==> src/rtl/axi_bfm_pkg.sv <==
// Shared types and fixed AXI attribute values for the AXI master arbiter.
package axi_bfm_pkg;

    // AXI response codes carried on BRESP / RRESP.
    typedef enum logic [1:0] {
        OKAY   = 2'b00,
        EXOKAY = 2'b01,
        SLVERR = 2'b10,
        DECERR = 2'b11
    } resp_e;

    // Every beat is a full 64-bit word on an incrementing burst of length one.
    localparam logic [2:0] AXI_SIZE_8B    = 3'b011;
    localparam logic [1:0] AXI_BURST_INCR = 2'b01;

    // Arbiter sequencing states; encodings are fixed so captured traces stay comparable.
    typedef enum logic [2:0] {
        ST_IDLE    = 3'd0,
        ST_WR_REQ  = 3'd1,
        ST_WR_RESP = 3'd2,
        ST_RD_REQ  = 3'd3,
        ST_RD_DATA = 3'd4,
        ST_RSP     = 3'd5
    } arb_state_e;

endpackage

==> src/rtl/axi_master_arbiter_if.sv <==
// AXI4 master-side channel bundle (single-beat subset) between the arbiter and the AXI slave.
//
// Handshake semantics on every channel here and on the req/rsp ports of the arbiter:
// a transfer happens on a rising clk edge where valid and ready are both high; once
// valid is raised it stays high with its payload stable until that edge; ready may
// rise or fall at any time and never depends on the same cycle's transfer having happened.
interface axi_master_arbiter_if #(
    parameter int ADDR_W = 32,
    parameter int DATA_W = 64
);

    logic                  awvalid;
    logic                  awready;
    logic [ADDR_W-1:0]     awaddr;
    logic [7:0]            awlen;
    logic [2:0]            awsize;
    logic [1:0]            awburst;

    logic                  wvalid;
    logic                  wready;
    logic [DATA_W-1:0]     wdata;
    logic [DATA_W/8-1:0]   wstrb;
    logic                  wlast;

    logic                  bvalid;
    logic                  bready;
    logic [1:0]            bresp;

    logic                  arvalid;
    logic                  arready;
    logic [ADDR_W-1:0]     araddr;
    logic [7:0]            arlen;
    logic [2:0]            arsize;
    logic [1:0]            arburst;

    logic                  rvalid;
    logic                  rready;
    logic [DATA_W-1:0]     rdata;
    logic [1:0]            rresp;
    logic                  rlast;

    modport master (
        output awvalid, awaddr, awlen, awsize, awburst,
        input  awready,
        output wvalid, wdata, wstrb, wlast,
        input  wready,
        output bready,
        input  bvalid, bresp,
        output arvalid, araddr, arlen, arsize, arburst,
        input  arready,
        output rready,
        input  rvalid, rdata, rresp, rlast
    );

    modport slave (
        input  awvalid, awaddr, awlen, awsize, awburst,
        output awready,
        input  wvalid, wdata, wstrb, wlast,
        output wready,
        input  bready,
        output bvalid, bresp,
        input  arvalid, araddr, arlen, arsize, arburst,
        output arready,
        input  rready,
        output rvalid, rdata, rresp, rlast
    );

endinterface

==> src/rtl/rr_arbiter.sv <==
// Combinational round-robin picker: first set request strictly after ptr, wrapping around.
module rr_arbiter #(
    parameter  int NUM_REQ = 4,
    localparam int IDX_W   = $clog2(NUM_REQ)
) (
    input  logic [NUM_REQ-1:0] req,
    input  logic [IDX_W-1:0]   ptr,
    output logic [NUM_REQ-1:0] gnt,
    output logic [IDX_W-1:0]   gnt_idx
);

    logic             found;
    logic [IDX_W-1:0] cand;

    // Walk ptr+1, ptr+2, ... ptr+NUM_REQ (mod NUM_REQ); the last owner has lowest priority.
    always_comb begin
        gnt     = '0;
        gnt_idx = '0;
        found   = 1'b0;
        cand    = '0;
        for (int off = 1; off <= NUM_REQ; off++) begin
            cand = IDX_W'((int'(ptr) + off) % NUM_REQ);
            if (!found && req[cand]) begin
                found     = 1'b1;
                gnt[cand] = 1'b1;
                gnt_idx   = cand;
            end
        end
    end

endmodule

==> src/rtl/axi_master_arbiter.sv <==
// Shares one AXI4 master port between NUM_REQ single-beat requesters, one transaction at a time.
module axi_master_arbiter
    import axi_bfm_pkg::*;
#(
    parameter  int NUM_REQ = 4,
    parameter  int ADDR_W  = 32,
    parameter  int DATA_W  = 64,
    localparam int IDX_W   = $clog2(NUM_REQ),
    localparam int STRB_W  = DATA_W / 8
) (
    input  logic                      clk,
    input  logic                      rst_n,
    input  logic [NUM_REQ-1:0]        req_valid,
    output logic [NUM_REQ-1:0]        req_ready,
    input  logic [NUM_REQ-1:0]        req_write,
    input  logic [NUM_REQ*ADDR_W-1:0] req_addr,
    input  logic [NUM_REQ*DATA_W-1:0] req_wdata,
    input  logic [NUM_REQ*STRB_W-1:0] req_wstrb,
    output logic [NUM_REQ-1:0]        rsp_valid,
    input  logic [NUM_REQ-1:0]        rsp_ready,
    output logic [DATA_W-1:0]         rsp_rdata,
    output logic [1:0]                rsp_resp,
    output logic                      busy,
    output logic [IDX_W-1:0]          grant_id,
    output arb_state_e                dbg_state,
    axi_master_arbiter_if.master      axi
);

    localparam logic [NUM_REQ-1:0] REQ_ONE = NUM_REQ'(1);

    arb_state_e          state;
    logic [IDX_W-1:0]    rr_ptr;
    logic [NUM_REQ-1:0]  gnt;
    logic [IDX_W-1:0]    gnt_idx;

    logic                sel_write;
    logic [ADDR_W-1:0]   sel_addr;
    logic [DATA_W-1:0]   sel_wdata;
    logic [STRB_W-1:0]   sel_wstrb;

    logic [ADDR_W-1:0]   cmd_addr;
    logic [DATA_W-1:0]   cmd_wdata;
    logic [STRB_W-1:0]   cmd_wstrb;
    logic                attr_on;
    logic                aw_done;
    logic                w_done;
    logic                awvalid_q;
    logic                wvalid_q;
    logic                arvalid_q;
    logic                bready_q;
    logic                rready_q;

    logic                aw_hs;
    logic                w_hs;
    logic                aw_fin;
    logic                w_fin;

    rr_arbiter #(.NUM_REQ(NUM_REQ)) u_rr_arbiter (
        .req     (req_valid),
        .ptr     (rr_ptr),
        .gnt     (gnt),
        .gnt_idx (gnt_idx)
    );

    // Route the winning requester's command slices to the capture registers.
    always_comb begin
        sel_write = 1'b0;
        sel_addr  = '0;
        sel_wdata = '0;
        sel_wstrb = '0;
        for (int i = 0; i < NUM_REQ; i++) begin
            if (gnt[i]) begin
                sel_write = req_write[i];
                sel_addr  = req_addr[i*ADDR_W +: ADDR_W];
                sel_wdata = req_wdata[i*DATA_W +: DATA_W];
                sel_wstrb = req_wstrb[i*STRB_W +: STRB_W];
            end
        end
    end

    // Accept pulses only while idle; held low during reset so every output reads zero then.
    assign req_ready = (rst_n && (state == ST_IDLE)) ? gnt : '0;

    assign aw_hs  = awvalid_q & axi.awready;
    assign w_hs   = wvalid_q & axi.wready;
    assign aw_fin = aw_done | aw_hs;
    assign w_fin  = w_done | w_hs;

    assign busy      = (state != ST_IDLE);
    assign dbg_state = state;

    // Fixed attributes read as zero until the first command has been captured after reset.
    assign axi.awvalid = awvalid_q;
    assign axi.awaddr  = cmd_addr;
    assign axi.awlen   = 8'd0;
    assign axi.awsize  = attr_on ? AXI_SIZE_8B : 3'b000;
    assign axi.awburst = attr_on ? AXI_BURST_INCR : 2'b00;
    assign axi.wvalid  = wvalid_q;
    assign axi.wdata   = cmd_wdata;
    assign axi.wstrb   = cmd_wstrb;
    assign axi.wlast   = attr_on;
    assign axi.bready  = bready_q;
    assign axi.arvalid = arvalid_q;
    assign axi.araddr  = cmd_addr;
    assign axi.arlen   = 8'd0;
    assign axi.arsize  = attr_on ? AXI_SIZE_8B : 3'b000;
    assign axi.arburst = attr_on ? AXI_BURST_INCR : 2'b00;
    assign axi.rready  = rready_q;

    // Transaction sequencer: grant, drive AXI channels, collect response, return it to the owner.
    always_ff @(posedge clk or negedge rst_n) begin
        if (!rst_n) begin
            state     <= ST_IDLE;
            rr_ptr    <= IDX_W'(NUM_REQ - 1);
            grant_id  <= '0;
            cmd_addr  <= '0;
            cmd_wdata <= '0;
            cmd_wstrb <= '0;
            attr_on   <= 1'b0;
            aw_done   <= 1'b0;
            w_done    <= 1'b0;
            awvalid_q <= 1'b0;
            wvalid_q  <= 1'b0;
            arvalid_q <= 1'b0;
            bready_q  <= 1'b0;
            rready_q  <= 1'b0;
            rsp_valid <= '0;
            rsp_rdata <= '0;
            rsp_resp  <= '0;
        end else begin
            case (state)
                ST_IDLE: begin
                    if (|gnt) begin
                        grant_id  <= gnt_idx;
                        rr_ptr    <= gnt_idx;
                        cmd_addr  <= sel_addr;
                        cmd_wdata <= sel_wdata;
                        cmd_wstrb <= sel_wstrb;
                        attr_on   <= 1'b1;
                        aw_done   <= 1'b0;
                        w_done    <= 1'b0;
                        if (sel_write) begin
                            awvalid_q <= 1'b1;
                            wvalid_q  <= 1'b1;
                            state     <= ST_WR_REQ;
                        end else begin
                            arvalid_q <= 1'b1;
                            state     <= ST_RD_REQ;
                        end
                    end
                end
                ST_WR_REQ: begin
                    // AW and W complete independently, in either order or together.
                    if (aw_hs) begin
                        awvalid_q <= 1'b0;
                        aw_done   <= 1'b1;
                    end
                    if (w_hs) begin
                        wvalid_q <= 1'b0;
                        w_done   <= 1'b1;
                    end
                    if (aw_fin && w_fin) begin
                        bready_q <= 1'b1;
                        state    <= ST_WR_RESP;
                    end
                end
                ST_WR_RESP: begin
                    if (axi.bvalid) begin
                        bready_q  <= 1'b0;
                        rsp_rdata <= '0;
                        rsp_resp  <= axi.bresp;
                        rsp_valid <= REQ_ONE << grant_id;
                        state     <= ST_RSP;
                    end
                end
                ST_RD_REQ: begin
                    if (axi.arready) begin
                        arvalid_q <= 1'b0;
                        rready_q  <= 1'b1;
                        state     <= ST_RD_DATA;
                    end
                end
                ST_RD_DATA: begin
                    if (axi.rvalid) begin
                        rready_q  <= 1'b0;
                        rsp_rdata <= axi.rdata;
                        rsp_resp  <= axi.rresp;
                        rsp_valid <= REQ_ONE << grant_id;
                        state     <= ST_RSP;
                    end
                end
                ST_RSP: begin
                    // Only the owning requester's ready retires the response.
                    if (rsp_ready[grant_id]) begin
                        rsp_valid <= '0;
                        state     <= ST_IDLE;
                    end
                end
                default: begin
                    state <= ST_IDLE;
                end
            endcase
        end
    end

    // Single-beat reads must always carry RLAST; a missing one points at a misconfigured slave.
    assert property (@(posedge clk) disable iff (!rst_n) !(axi.rvalid && !axi.rlast));

endmodule
==> src/flat_wrapper.sv <==
// flat-port wrapper written by rule: the top's interface ports become plain ports
module axi_master_arbiter_flat import axi_bfm_pkg::*;
#(
    parameter  int NUM_REQ = 4,
    parameter  int ADDR_W  = 32,
    parameter  int DATA_W  = 64,
    localparam int IDX_W   = $clog2(NUM_REQ),
    localparam int STRB_W  = DATA_W / 8
)
  (clk, rst_n, req_valid, req_ready, req_write, req_addr, req_wdata, req_wstrb, rsp_valid, rsp_ready, rsp_rdata, rsp_resp, busy, grant_id, dbg_state, axi_awvalid, axi_awaddr, axi_awlen, axi_awsize, axi_awburst, axi_awready, axi_wvalid, axi_wdata, axi_wstrb, axi_wlast, axi_wready, axi_bready, axi_bvalid, axi_bresp, axi_arvalid, axi_araddr, axi_arlen, axi_arsize, axi_arburst, axi_arready, axi_rready, axi_rvalid, axi_rdata, axi_rresp, axi_rlast);
  axi_master_arbiter_if #(.ADDR_W(ADDR_W), .DATA_W(DATA_W)) axi_i ();
  input  logic clk;
  input  logic rst_n;
  input  logic [NUM_REQ-1:0] req_valid;
  output logic [NUM_REQ-1:0] req_ready;
  input  logic [NUM_REQ-1:0] req_write;
  input  logic [NUM_REQ*ADDR_W-1:0] req_addr;
  input  logic [NUM_REQ*DATA_W-1:0] req_wdata;
  input  logic [NUM_REQ*STRB_W-1:0] req_wstrb;
  output logic [NUM_REQ-1:0] rsp_valid;
  input  logic [NUM_REQ-1:0] rsp_ready;
  output logic [DATA_W-1:0] rsp_rdata;
  output logic [1:0] rsp_resp;
  output logic busy;
  output logic [IDX_W-1:0] grant_id;
  output arb_state_e dbg_state;
  output wire logic [$bits(axi_i.awvalid)-1:0] axi_awvalid;
  output wire logic [$bits(axi_i.awaddr)-1:0] axi_awaddr;
  output wire logic [$bits(axi_i.awlen)-1:0] axi_awlen;
  output wire logic [$bits(axi_i.awsize)-1:0] axi_awsize;
  output wire logic [$bits(axi_i.awburst)-1:0] axi_awburst;
  input wire logic [$bits(axi_i.awready)-1:0] axi_awready;
  output wire logic [$bits(axi_i.wvalid)-1:0] axi_wvalid;
  output wire logic [$bits(axi_i.wdata)-1:0] axi_wdata;
  output wire logic [$bits(axi_i.wstrb)-1:0] axi_wstrb;
  output wire logic [$bits(axi_i.wlast)-1:0] axi_wlast;
  input wire logic [$bits(axi_i.wready)-1:0] axi_wready;
  output wire logic [$bits(axi_i.bready)-1:0] axi_bready;
  input wire logic [$bits(axi_i.bvalid)-1:0] axi_bvalid;
  input wire logic [$bits(axi_i.bresp)-1:0] axi_bresp;
  output wire logic [$bits(axi_i.arvalid)-1:0] axi_arvalid;
  output wire logic [$bits(axi_i.araddr)-1:0] axi_araddr;
  output wire logic [$bits(axi_i.arlen)-1:0] axi_arlen;
  output wire logic [$bits(axi_i.arsize)-1:0] axi_arsize;
  output wire logic [$bits(axi_i.arburst)-1:0] axi_arburst;
  input wire logic [$bits(axi_i.arready)-1:0] axi_arready;
  output wire logic [$bits(axi_i.rready)-1:0] axi_rready;
  input wire logic [$bits(axi_i.rvalid)-1:0] axi_rvalid;
  input wire logic [$bits(axi_i.rdata)-1:0] axi_rdata;
  input wire logic [$bits(axi_i.rresp)-1:0] axi_rresp;
  input wire logic [$bits(axi_i.rlast)-1:0] axi_rlast;
  assign axi_awvalid = axi_i.awvalid;
  assign axi_awaddr = axi_i.awaddr;
  assign axi_awlen = axi_i.awlen;
  assign axi_awsize = axi_i.awsize;
  assign axi_awburst = axi_i.awburst;
  assign axi_i.awready = axi_awready;
  assign axi_wvalid = axi_i.wvalid;
  assign axi_wdata = axi_i.wdata;
  assign axi_wstrb = axi_i.wstrb;
  assign axi_wlast = axi_i.wlast;
  assign axi_i.wready = axi_wready;
  assign axi_bready = axi_i.bready;
  assign axi_i.bvalid = axi_bvalid;
  assign axi_i.bresp = axi_bresp;
  assign axi_arvalid = axi_i.arvalid;
  assign axi_araddr = axi_i.araddr;
  assign axi_arlen = axi_i.arlen;
  assign axi_arsize = axi_i.arsize;
  assign axi_arburst = axi_i.arburst;
  assign axi_i.arready = axi_arready;
  assign axi_rready = axi_i.rready;
  assign axi_i.rvalid = axi_rvalid;
  assign axi_i.rdata = axi_rdata;
  assign axi_i.rresp = axi_rresp;
  assign axi_i.rlast = axi_rlast;
  axi_master_arbiter #(.NUM_REQ(NUM_REQ), .ADDR_W(ADDR_W), .DATA_W(DATA_W)) u_core (.clk(clk), .rst_n(rst_n), .req_valid(req_valid), .req_ready(req_ready), .req_write(req_write), .req_addr(req_addr), .req_wdata(req_wdata), .req_wstrb(req_wstrb), .rsp_valid(rsp_valid), .rsp_ready(rsp_ready), .rsp_rdata(rsp_rdata), .rsp_resp(rsp_resp), .busy(busy), .grant_id(grant_id), .dbg_state(dbg_state), .axi(axi_i));
endmodule
==> config.mk <==
export PLATFORM = sky130hd
export DESIGN_NAME = axi_master_arbiter_flat
export DESIGN_NICKNAME = d
export VERILOG_FILES = /design/src/rtl/axi_bfm_pkg.sv /design/src/rtl/axi_master_arbiter_if.sv /design/src/rtl/rr_arbiter.sv /design/src/rtl/axi_master_arbiter.sv /design/src/flat_wrapper.sv
export SDC_FILE = /design/constraint.sdc
export NUM_CORES = 1
export LEC_CHECK = 0
export ABC_AREA = 1
export BUFFER_PORTS_ARGS = -buffer_cell sky130_fd_sc_hd__buf_2
export CAP_MARGIN = 20
export CORE_AREA = 2 2 295 297
export DETAILED_ROUTE_END_ITERATION = 16
export DIE_AREA = 0 0 297 299
export PLACE_DENSITY_LB_ADDON = 0.08
export SKIP_CTS_REPAIR_TIMING = 1
export SLEW_MARGIN = 20
export SYNTH_ARGS = -nofsm -noshare
export SYNTH_HDL_FRONTEND = slang
export SYNTH_HIERARCHICAL = 1
export SYNTH_SLANG_ARGS = --single-unit
==> constraint.sdc <==
create_clock -name clk -period 6.14 [get_ports clk]
set_input_delay 0.307 -clock clk [delete_from_list [all_inputs] [get_ports clk]]
set_output_delay 0.307 -clock clk [all_outputs]
set_load 0.05 [all_outputs]
Word level (Yosys, flattened, before mapping)
Index checks and enable logic that the tools add are counted.
{"block": "word_totals", "regBits": 189, "input_bits": 504, "out_inout_bits": 248, "wordCells": 172}
{"block": "classes", "addsub": 4, "order_cmp": 9, "n_eq_ne": 15, "n_shift": 1, "mux": 87, "bitwise": 7, "n_reduce_logical": 32}
{"op": "$mux 64", "count": 6}
{"op": "$mux 32", "count": 4}
{"op": "$pmux 64 s2", "count": 1}
{"op": "$mux 4", "count": 8}
{"op": "$mux 8", "count": 4}
{"op": "$mux 1", "count": 31}
{"op": "$mux 3", "count": 6}
{"op": "$pmux 3 s6", "count": 1}
{"op": "$mux 2", "count": 8}
{"op": "$reduce_and 4->1", "count": 4}
{"op": "$lt 2x3->1 const B", "count": 5}
{"op": "$reduce_and 3->1", "count": 5}
{"op": "$pmux 1 s2", "count": 7}
{"op": "$or 4x4->4", "count": 3}
{"op": "$pmux 4 s3", "count": 1}
{"op": "$bmux 1 s2", "count": 5}
{"op": "$ne 2x1->1 const B", "count": 5}
{"op": "$ne 2x2->1 const B", "count": 5}
{"op": "$reduce_bool 2->1", "count": 5}
{"op": "$logic_and 1x1->1", "count": 9}
{"op": "$demux 1 s2", "count": 4}
{"op": "$ge 2x1->1 const B", "count": 4}
{"op": "$eq 3x2->1 const B", "count": 2}
{"op": "$eq 3x3->1 const B", "count": 2}
{"op": "other kinds (13)", "count": 20}

Logic depth before layout (Yosys ltp)
{"block": "depth", "ltp_word": 20, "mapped_depth": 20, "depth_no_buf": 18}

Hierarchy
Netlist, hierarchy kept.
{"mod": "axi_master_arbiter", "n_inst": 1, "cells_each": 1531, "area_per_inst_um2": 10741.6, "seq_area_each_um2": 4732.0}
{"mod": "rr_arbiter", "n_inst": 1, "cells_each": 85, "area_per_inst_um2": 535.5, "seq_area_each_um2": 0.0}

Worst setup path before layout
OpenSTA, ideal clock, no wires.
{"block": "synth_path", "path_kind": "register to output", "start": "reg u_core.rr_ptr[0]", "end": "out req_ready[1]", "arrival_time_ns": 3.084, "t_required_ns": 5.833, "path_slack_ns": 2.749, "path_stages_with_launch": 16, "n_path_buf": 4, "cell_sequence": "dfstp_2 -> buf_6 -> inv_8 -> ha_1 -> inv_1 -> nand3_1 -> nand2_1 -> nand2_1 -> inv_1 -> nand3_1 -> nand3_1 -> buf_2 -> buf_2 -> clkbuf_1 -> inv_1 -> nor2_1"}
{"block": "synth_via", "elab_chain_len": 14, "elab_cells_between_ends": 49, "classes_between": "add/sub (4); order compare (8); mux (24); bitwise (3); reduce/logical (10)"}
{"item": "start: declaration", "line": "axi_master_arbiter.sv:32", "rtl": "logic [IDX_W-1:0] rr_ptr;"}
{"item": "start signal: assignment", "line": "axi_master_arbiter.sv:114", "rtl": "rr_ptr <= IDX_W'(NUM_REQ - 1);"}
{"item": "start signal: assignment", "line": "axi_master_arbiter.sv:135", "rtl": "rr_ptr <= gnt_idx;"}
{"item": "branches (longest 12 deep; another with $lt 2x3->1)"}
{"item": "$mux 4 *", "line": "rr_arbiter.sv:23", "rtl": "if (!found && req[cand]) begin"}
{"item": "net u_core.gnt[1]", "line": "axi_master_arbiter.sv:33", "rtl": "logic [NUM_REQ-1:0] gnt;"}
{"item": "$mux 4 *", "line": "axi_master_arbiter.sv:82", "rtl": "assign req_ready = (rst_n && (state == ST_IDLE)) ? gnt : '0;"}
{"item": "end: declaration", "line": "flat_wrapper.sv:15", "rtl": "output logic [NUM_REQ-1:0] req_ready;"}
Mark *: on every way through the listed nets, which the timed path passes. The select of a mux whose other input is x is not followed.

Worst setup path in the final report
{"block": "layout_path", "start": "reg u_core.rr_ptr[0]", "end": "reg u_core.cmd_addr[22], in the netlist u_core/axi.araddr[22]"}
{"block": "layout_via", "elab_cells_between_ends": 54, "classes_between": "add/sub (4); order compare (8); mux (27); bitwise (3); reduce/logical (12)"}
{"item": "branches (longest 12 deep; another with $lt 2x3->1)"}
{"item": "$mux 4 *", "line": "rr_arbiter.sv:23"}
{"item": "net u_core.gnt[1]", "line": "axi_master_arbiter.sv:33"}
{"item": "$mux 32 (3 in a row)", "line": "axi_master_arbiter.sv:72", "rtl": "if (gnt[i]) begin"}
{"item": "end signal: assignment", "line": "axi_master_arbiter.sv:136", "rtl": "cmd_addr <= sel_addr;"}
{"item": "end: declaration", "line": "axi_master_arbiter.sv:41", "rtl": "logic [ADDR_W-1:0] cmd_addr;"}
Marks and branches as above.
A chain may end at the register's enable or synchronous reset.

==> out/summary.md <==
Yosys
• nand2_1 — most frequent cell after synthesis
• 42.0% — register area share after synthesis
• dfrtp_1 — primary flip-flop cell chosen by synthesis mapping
• 1616 — Post-Synthesis Cells
• 189 — synthesis-stage register bit count
• 0 — count of flip-flops with a built-in enable after synthesis
• dfrtp_1 41%, nand2_1 20%, nand3_1 6.2% — cell types with the largest area share after synthesis
• 601 x nand2_1, 187 x dfrtp_1, 139 x nand3_1 — top cells by instance count after synthesis
• 100% — async set-or-reset flop fraction in the synthesized netlist
• 41.5% — share of the synthesized area in the top cell type
• 0.888% — fraction of the mapped netlist area in adder cells
• simple AND/OR/NAND/NOR gates — largest family of logic cells by synthesized area
• 0% — Synth Area in XOR/XNOR
• 11300 um^2 — Post-Synthesis Cell Area
• 13.1% — Compound-Gate Fraction of Synth Area
• 0% — share of synthesized area spent on multiplexers
• 6.98 um^2 — average instance area after synthesis
• 36 — number of unique standard cell types used by synthesis
• dfrtp_1 — biggest area consumer among synthesized cells
• 6 — number of warnings issued by yosys
• 32.4% — Post-Synth Simple-Gate Area

Layout
• 19.1% — post-layout utilization of the core
• 35.9% — share of cells above drive strength 1
• 2754 — # nets final
• 3415 — fin cells
• 16400 um^2 — cell area after layout
• 45.3% — Area Growth Syn to Fin

Routing
• 61800 um — Total Wirelength
• 0 — Detail Route Antenna Nets
• 593 — drt first-iter violations
• 0 — total DRC errors in the routed layout
• 13100 — total number of vias
• 3.83 — routed vias/inst
• 18.1 um — per-cell routed wire length
• 5 — DR pass1 iterations

Critical path
• 15 — depth of the worst register-to-register path
• u_core/rr_ptr[0]$_DFFE_PN1P_ — worst flop-to-flop path startpoint
• register — Worst setup SP type
• 4.87 ns — arrival time worst endpoint
• simple AND/OR/NAND/NOR gates — kind of cell with the highest combined delay on the critical path
• register — capturing element type of the critical path
• 6.52 ns — Required @ worst endpoint
• 119 — critical-path maximum fanout
• 3 — Crit path buffers/inverters
• 0.77 ns — biggest cell delay along the critical path
• 1.65 ns — Register-to-Register Setup Slack
• nand2_1 — cell occurring most often along the worst timing path
• inv_8 > ha_1 > inv_1 > nand2_4 > nand2_4 > nor2_2 > a21oi_1 > nand3_4 > nor2_1 > nand2_1 > nand2_8 > buf_4 > nor2_1 > nand2_1 > nand2_1 — worst path cell trace
• u_core/axi.araddr[22]$_DFFE_PN0P_ — critical register-to-register path endpoint
• dfstp_2 — cell type of the slowest stage on the worst timing path
• reg -> reg — start-to-end type of the worst setup path
• 15 — number of logic stages on the critical path including buffering

STA
• 0 — Max Slew Vio Count
• 4.49 ns — minimum period implied by the final worst setup slack
• 0.918 ns — slew at the pin closest to its max-slew limit
• 0 ns — Setup TNS Final
• 0 — Fin. Hold Viols
• 73.1% — final cycle utilization of the critical path
• false — RSZ-0062 raised after global routing
• 0.223 GHz — FMAX
• 0.0109 ns — Clock Skews
• 38.8% — Slew headroom
• 0 — Final Setup Violations

Floorplan
• 108 — cell row count
• 752 — io pins
• 299 um — y dimension of the die
• 88800 um^2 — die area
• 85900 um^2 — area of the core
• 13.1% — starting utilization of the core area
• 297 um — Die Span X

Worst hold path
• in -> reg — path class of the lowest-slack min-delay path
• 3 — WHS Path Cells
• u_core/rsp_rdata[23]$_DFFE_PN0P_ — Worst Hold End
• axi_rdata[23] — HP Start

Placement
• 3377 — post-placement cell count
• 15800 um^2 — placed cell areas
• 0.810 — global placer's final weighted congestion
• 47100 um — Detailed Place HPWL
• 730 — # port buffers

Global routing
• 13100 — via count of the first global-routing pass
• 13.4% — Global Route Usage Sum
• 88600 um — global-route wire length before repair
• 120 — largest net degree at the start of global routing
• 0 — Overflow after GRT
• 18 — antenna violations before repair

Clock network
• 0.08 ns — CTS clock-pin slew for the worst setup and hold paths
• 189 — Sinks on Clock Net
• 4 — CTS HTree Levels
• yes — TritonCTS clock tree
• 0.49 ns — Skew-Pair Late Insertion Delay
• 17 — number of buffers added by the clock tree synthesis step
• 2 — maximum clock path buffer count
• clkbuf_16 — Clock Tree Root

Run
• 0 — max_cap viols

Status
• finished, final reports clean — outcome

==> final cells by class <==
| type | instances | area (um^2) |
|---|---|---|
| fill | 10000 | 69600 |
| multi-input combinational | 1184 | 5360 |
| sequential | 189 | 4730 |
| timing repair buffer | 748 | 3840 |
| tap | 1155 | 1450 |
| clock buffer | 17 | 425 |
| inverter | 102 | 393 |
| clock inverter | 15 | 179 |
| antenna | 5 | 12.5 |
==> worst min-delay path: cells and delay by family <==
kind	cells	cell delay (ns)
buf+inv	2	0.13
compound gates	1	0.07
==> kinds of logic after synthesis <==
group           Yosys count
simple gates            893
compound gates          263
buf+inv                 262
flops                   189
fa+ha+maj                 8
other cells               1
==> sequential cells by signal (all words and copies together) (netlist names), 2 cells and up <==
signal,flops
u_core/axi.wstrb,8
u_core/axi.araddr,32
u_core/dbg_state,3
u_core/grant_id,2
u_core/axi.wdata,64
u_core/rr_ptr,2
u_core/rsp_valid,4
u_core/rsp_rdata,64
u_core/rsp_resp,2
==> per-stage QoR <==
stage,worst slack (ns),hold WS [ns]
after floorplan,2.75,0.0114
after detailed placement,1.48,0.271
after CTS,1.49,-0.297
after global placement,1.48,0.274
final,1.65,0.0607
after global routing,1.18,0.0247
==> per-layer routing <==
metal  GRT usage, %  wire length, um  vias to the layer above
met1           16.1            25700                     6130
met3           3.67             3770                       58
li1               -                -                     6392
met2           23.6            31200                      485
met4           3.75             1100                       12
met5              0               80                        -
==> layout by cell type (no fill, tap or decap), drive strengths merged, types with 2 or more instances in the layout <==
cell type,count
buf,747
nand3,140
o21ai,139
clkinv,3
bufinv,2
a21boi,4
clkinvlp,4
nor2,135
a21oi,12
dfstp,2
inv,108
nand4,4
nand2,611
clkbuf,17
o22ai,103
diode,5
conb,20
o211ai,2
dfrtp,187
ha,8
==> how the worst max path moves through the flow <==
stage / from / end / slack, ns
after floorplan: u_core/rr_ptr[0]$_DFFE_PN1P_ / req_ready[1] / 2.75
after CTS: u_core/rr_ptr[0]$_DFFE_PN1P_ / u_core/axi.wdata[21]$_DFFE_PN0P_ / 1.49
final: u_core/rr_ptr[0]$_DFFE_PN1P_ / u_core/axi.araddr[22]$_DFFE_PN0P_ / 1.65
after global routing: u_core/rr_ptr[0]$_DFFE_PN1P_ / u_core/axi.araddr[22]$_DFFE_PN0P_ / 1.18
after detailed placement: u_core/rr_ptr[0]$_DFFE_PN1P_ / u_core/axi.wdata[21]$_DFFE_PN0P_ / 1.48
after global placement: u_core/rr_ptr[0]$_DFFE_PN1P_ / u_core/axi.wdata[12]$_DFFE_PN0P_ / 1.48
Power is not shown: default switching activity piles up to over one toggle a cycle in this logic, so the estimate is an artifact.
